<file path="src/rtl/down_timer_pkg.sv">
// Shared definitions for the down_timer block: state encoding and width constants.
package down_timer_pkg;

    typedef enum logic [1:0] {
        IDLE    = 2'd0,
        RUN     = 2'd1,
        EXPIRED = 2'd2
    } state_t;

    localparam int WRAP_W    = 3;
    localparam int DEF_WIDTH = 8;

endpackage

</file>
<file path="src/rtl/down_timer.sv">
// Loadable down-counting timer with one-shot / auto-reload modes, sticky expiry
// flag with acknowledge, reload counter and overrun detection.
module down_timer
    import down_timer_pkg::*;
#(
    parameter int WIDTH = DEF_WIDTH
) (
    input  logic              CLK,
    input  logic              RSTN,
    input  logic              LOAD,
    input  logic [WIDTH-1:0]  LOAD_VAL,
    input  logic              PERIODIC,
    input  logic              PAUSE,
    input  logic              CLEAR,
    input  logic              EXPIRE_ACK,
    output logic [WIDTH-1:0]  CNT,
    output logic              BUSY,
    output logic              EXPIRE,
    output logic [WRAP_W-1:0] WRAP_CNT,
    output logic              OVERRUN
);

    localparam logic [WIDTH-1:0]  CNT_ONE  = WIDTH'(1);
    localparam logic [WRAP_W-1:0] WRAP_ONE = WRAP_W'(1);

    state_t             state_q, state_d;
    logic [WIDTH-1:0]   cnt_q, cnt_d;
    logic [WIDTH-1:0]   reload_q, reload_d;
    logic               periodic_q, periodic_d;
    logic               expire_q, expire_d;
    logic [WRAP_W-1:0]  wrap_q, wrap_d;
    logic               overrun_q, overrun_d;
    logic               busy_q;
    logic               ack_eff;

    assign ack_eff = EXPIRE_ACK && expire_q;

    always_comb begin
        state_d    = state_q;
        cnt_d      = cnt_q;
        reload_d   = reload_q;
        periodic_d = periodic_q;
        expire_d   = expire_q;
        wrap_d     = wrap_q;
        overrun_d  = overrun_q;

        if (CLEAR) begin
            state_d   = IDLE;
            cnt_d     = '0;
            expire_d  = 1'b0;
            wrap_d    = '0;
            overrun_d = 1'b0;
        end else if (LOAD) begin
            reload_d   = LOAD_VAL;
            periodic_d = PERIODIC;
            wrap_d     = '0;
            overrun_d  = 1'b0;
            if (LOAD_VAL != '0) begin
                cnt_d    = LOAD_VAL;
                expire_d = 1'b0;
                state_d  = RUN;
            end else begin
                // A zero load has nothing to count: expire immediately.
                cnt_d    = '0;
                expire_d = 1'b1;
                state_d  = EXPIRED;
            end
        end else begin
            unique case (state_q)
                IDLE: begin
                    if (ack_eff) expire_d = 1'b0;
                end
                RUN: begin
                    if (!PAUSE) begin
                        if (ack_eff) expire_d = 1'b0;
                        if (cnt_q > CNT_ONE) begin
                            cnt_d = cnt_q - CNT_ONE;
                        end else if (cnt_q == CNT_ONE) begin
                            // A new expiry overrides a coincident acknowledge.
                            expire_d = 1'b1;
                            if (periodic_q) begin
                                cnt_d  = reload_q;
                                wrap_d = wrap_q + WRAP_ONE;
                                if (expire_q && !EXPIRE_ACK) overrun_d = 1'b1;
                            end else begin
                                cnt_d   = '0;
                                state_d = EXPIRED;
                            end
                        end
                    end
                end
                EXPIRED: begin
                    if (ack_eff) begin
                        expire_d = 1'b0;
                        state_d  = IDLE;
                    end
                end
                default: state_d = IDLE;
            endcase
        end
    end

    always_ff @(posedge CLK or negedge RSTN) begin
        if (!RSTN) begin
            state_q    <= IDLE;
            cnt_q      <= '0;
            reload_q   <= '0;
            periodic_q <= 1'b0;
            expire_q   <= 1'b0;
            wrap_q     <= '0;
            overrun_q  <= 1'b0;
            busy_q     <= 1'b0;
        end else begin
            state_q    <= state_d;
            cnt_q      <= cnt_d;
            reload_q   <= reload_d;
            periodic_q <= periodic_d;
            expire_q   <= expire_d;
            wrap_q     <= wrap_d;
            overrun_q  <= overrun_d;
            busy_q     <= (state_d == RUN);
        end
    end

    assign CNT      = cnt_q;
    assign BUSY     = busy_q;
    assign EXPIRE   = expire_q;
    assign WRAP_CNT = wrap_q;
    assign OVERRUN  = overrun_q;

endmodule

</file>
<file path="config.mk">
export PLATFORM = sky130hd
export DESIGN_NAME = down_timer
export DESIGN_NICKNAME = d
export VERILOG_FILES = /design/src/rtl/down_timer_pkg.sv /design/src/rtl/down_timer.sv
export SDC_FILE = /design/constraint.sdc
export NUM_CORES = 1
export LEC_CHECK = 0
export CAP_MARGIN = 10
export CORE_MARGIN = 1
export CORE_UTILIZATION = 35
export CTS_BUF_LIST = sky130_fd_sc_hd__clkbuf_8 sky130_fd_sc_hd__clkbuf_16
export DETAILED_ROUTE_END_ITERATION = 6
export PLACE_DENSITY_LB_ADDON = 0.12
export SYNTH_ARGS = -nofsm -noshare
export SYNTH_HDL_FRONTEND = slang
export SYNTH_SLANG_ARGS = --single-unit
</file>
<file path="constraint.sdc">
create_clock -name CLK -period 3.1 [get_ports CLK]
set_clock_uncertainty 0.05 [all_clocks]
set_input_delay 0.62 -clock CLK [delete_from_list [all_inputs] [get_ports CLK]]
set_output_delay 0.62 -clock CLK [all_outputs]
set_load 0.005 [all_outputs]
</file>
==> qor.yml <==
yosysTopAreaCell: "dfrtp_1"
yosysUniqueCellTypes: 46
syn_area_um2: 1480
yosysWarnings: 0
crit_fanout: 4
clockRootBuffer: "clkbuf_8"
hold_path.class: "flip-flop to flip-flop"
grt_max_degree: 26
syn_avg_cell_area_um2: 8.90
drive_above_1_share: 0.0681
synth_top_area_frac: 0.423
hold_viol: 0
grt_overflow_total: 0
topRoutingLayerUsed: "met4"
min-delay-start: "reload_q[2]$_DFFE_PN0P_"
status: "complete, no violations"
antennaDiodeCount: 0
io_buffer_count: 28
ys_seq_area_frac: 0.423
clk_pin_slew_worst_paths_ps: 90
start_util: 0.367
met2_length_mm: 1.72
whs_endpoint: "reload_q[2]$_DFFE_PN0P_"
detail-route-antenna-nets: 0
ios: 29
grt_pass1_vias: 1339
post-route-period-util: 0.746
vias: 1374
dp_slack_ps: 546
synth_area_leaders: "dfrtp_1, nand2_1, a31oi_1, ha_1, a21oi_1"
synth_nets: 184
r2r_setup_slack_ps: 840
required_ps: 3230
fmax_mhz: 432
clockBufferDepth: 2
endpoint_kind: "flip-flop"
syn-instance-count: 166
final_nets: 210
grt_setup_unrepaired: "false"
r2r_cells: 7
max_stage_delay_ps: 520
area_growth_pct: 24.3
setup_ws_ps: 787
synthFlopType: "dfrtp_1"
routed_wl_mm: 3.94
drt_iter0_drc: 88
cts_sinks: 25
synth_async_sr_flop_share: 1.00
worstSetupPathType: "primary input to flip-flop"
cts_resized: 0
rr_endpoint: "CNT[6]$_DFFE_PN0P_"
dieHeight_um: 67.0
wl_met1_mm: 1.88
dieArea_um2: 4490
hold_depth: 2
drcViolationCount: 0
grt.total_usage: 0.201
drv_slew: 0
fin_setup_tns_ps: 0
cts_made_buffers: 3
clkLatencyLatePin_ps: 270
crit_path_start_kind: "primary input"
synth.ff_latch_count: 25
fp-row-count: 23
cts_tree: "built"
grt_pass1_wl_mm: 6.71
crit_path_top_delay_cell: "or4_1"
cts-hold-fix-buffers: 0
worst_slew_pin_slew_ps: 566
powerDensity_nw_per_um2: 450
cap_violations: 0
wl_met3_um: 281
r2r_start: "CNT[1]$_DFFE_PN0P_"
crit_chain: "clkdlybuf4s50_1 -> or4_1 -> o21ai_0 -> nand2_1 -> o31ai_1"
cts-htree-levels: 1
max_slew_margin: 0.619
viasPerCell: 5.70
dp_hpwl_mm: 2.91
cp.arrival_ps: 2450
fillers: 401
post_cts_buffers: 0
routedWlPerCell_um: 16.3
fin_hold_ws_ps: 440
globalplace.congestion: 0.887
ir_worst_vdd_uv: 189
core_um2: 4030
antenna_found_initial: 0
firstDrtPassIters: 4
p_leak_nw: 0.772
finalWorstPathRequiredPeriod_ps: 2310
synth-edff-count: 0
dieWidth_um: 67.0
setup_viol: 0
[metrics by stage]
stage               instance area [um^2]  instances  total power, W   util
finish                              1840        241        0.000826  0.456
global route                        1840        241        0.000879  0.456
CTS                                 1840        241        0.000832  0.456
detailed placement                  1790        237        0.000633  0.444
global placement                    1790        237        0.000632  0.444
floorplan                           1480        166        0.000538      -
[routing by layer]
layer	vias to the layer above	track usage
met5	-	0
met4	0	0.0559
met3	6	0.0291
met2	63	0.297
met1	649	0.299
li1	656	-
[layout make-up]
class | instances | area [um^2] | area share
clock buffers | 3 | 41.3 | 0.0225
clock inverters | 1 | 5.00 | 0.00272
inverters | 7 | 26.3 | 0.0143
multi-input cells | 124 | 773 | 0.421
flip-flops and latches | 25 | 626 | 0.341
well taps | 50 | 62.6 | 0.0341
repair buffers | 31 | 303 | 0.165
[synthesized netlist by cell type, types with 2 or more instances]
cell      count
nand2_1      33
dfrtp_1      25
a31oi_1       9
clkbuf_1      8
a21oi_1       7
inv_1         7
nor2_1        7
o21ai_0       7
nor3_1        6
or4_1         4
ha_1          3
nand2b_1      3
nand4_1       3
nor2b_1       3
nor3b_1       3
and3_1        2
buf_6         2
mux2i_1       2
o21a_1        2
o311ai_0      2
o31a_1        2
xor2_1        2
[kinds of logic (layout without fill, tap and decap cells)]
| group | count (synthesis) | in the layout | share of synthesized area |
|---|---|---|---|
| mux | 4 | 4 | 0.0313 |
| fa+ha+maj | 3 | 3 | 0.0254 |
| simple gates | 73 | 73 | 0.259 |
| compound gates | 42 | 42 | 0.196 |
| flops | 25 | 25 | 0.423 |
| xor+xnor | 2 | 2 | 0.0119 |
| buf+inv | 17 | 42 | 0.0533 |
[worst max path at each step]
stage,startpoint,end,slack [ps],cells after the start
after global routing,CNT[1]$_DFFE_PN0P_,WRAP_CNT[2]$_DFFE_PN0P_,610,6
after global placement,CLEAR,CNT[7]$_DFFE_PN0P_,600,5
after CTS,LOAD_VAL[4],EXPIRE$_DFFE_PN0P_,830,5
after detailed placement,LOAD_VAL[4],EXPIRE$_DFFE_PN0P_,550,5
after floorplan,CNT[0]$_DFFE_PN0P_,CNT[4]$_DFFE_PN0P_,900,7
final,LOAD_VAL[4],EXPIRE$_DFFE_PN0P_,790,5
[worst max-delay path: cells and delay by family]
family / cells / cell delay (ps)
AOI/OAI and AO/OA: 2 / 740
and+or+nand+nor: 2 / 670
buffers and inverters: 1 / 420
[registers in the layout, indices dropped and copies added (netlist names)]
| name | count |
|---|---|
| BUSY | 1 |
| WRAP_CNT | 3 |
| reload_q | 8 |
| OVERRUN | 1 |
| EXPIRE | 1 |
| state_q | 2 |
| CNT | 8 |
| periodic_q | 1 |
[where the power goes]
| part | internal (W) | switching [W] | total (W) | leakage, nW |
|---|---|---|---|---|
| clock | 0.0000900 | 0.000107 | 0.000197 | 0.0255 |
| sequential | 0.000357 | 0.0000478 | 0.000405 | 0.321 |
| combinational | 0.000111 | 0.000113 | 0.000224 | 0.425 |
[cells in the final DEF (no fill, tap or decap), types with 2 or more instances in the layout]
| master | netlist | layout |
|---|---|---|
| nor2_1 | 7 | 7 |
| and3_1 | 2 | 2 |
| o21a_1 | 2 | 2 |
| buf_4 | 0 | 3 |
| mux2i_1 | 2 | 2 |
| clkdlybuf4s50_1 | 0 | 28 |
| dfrtp_1 | 25 | 25 |
| nor3b_1 | 3 | 3 |
| o31a_1 | 2 | 2 |
| ha_1 | 3 | 3 |
| clkbuf_8 | 0 | 3 |
| a31oi_1 | 9 | 9 |
| nor2b_1 | 3 | 3 |
| o21ai_0 | 7 | 7 |
| inv_1 | 7 | 7 |
| a21oi_1 | 7 | 7 |
| o311ai_0 | 2 | 2 |
| or4_1 | 4 | 4 |
| nand2b_1 | 3 | 3 |
| nand2_1 | 33 | 33 |
| nor3_1 | 6 | 6 |
| nand4_1 | 3 | 3 |
| xor2_1 | 2 | 2 |
(Power assumes the default switching activity.)
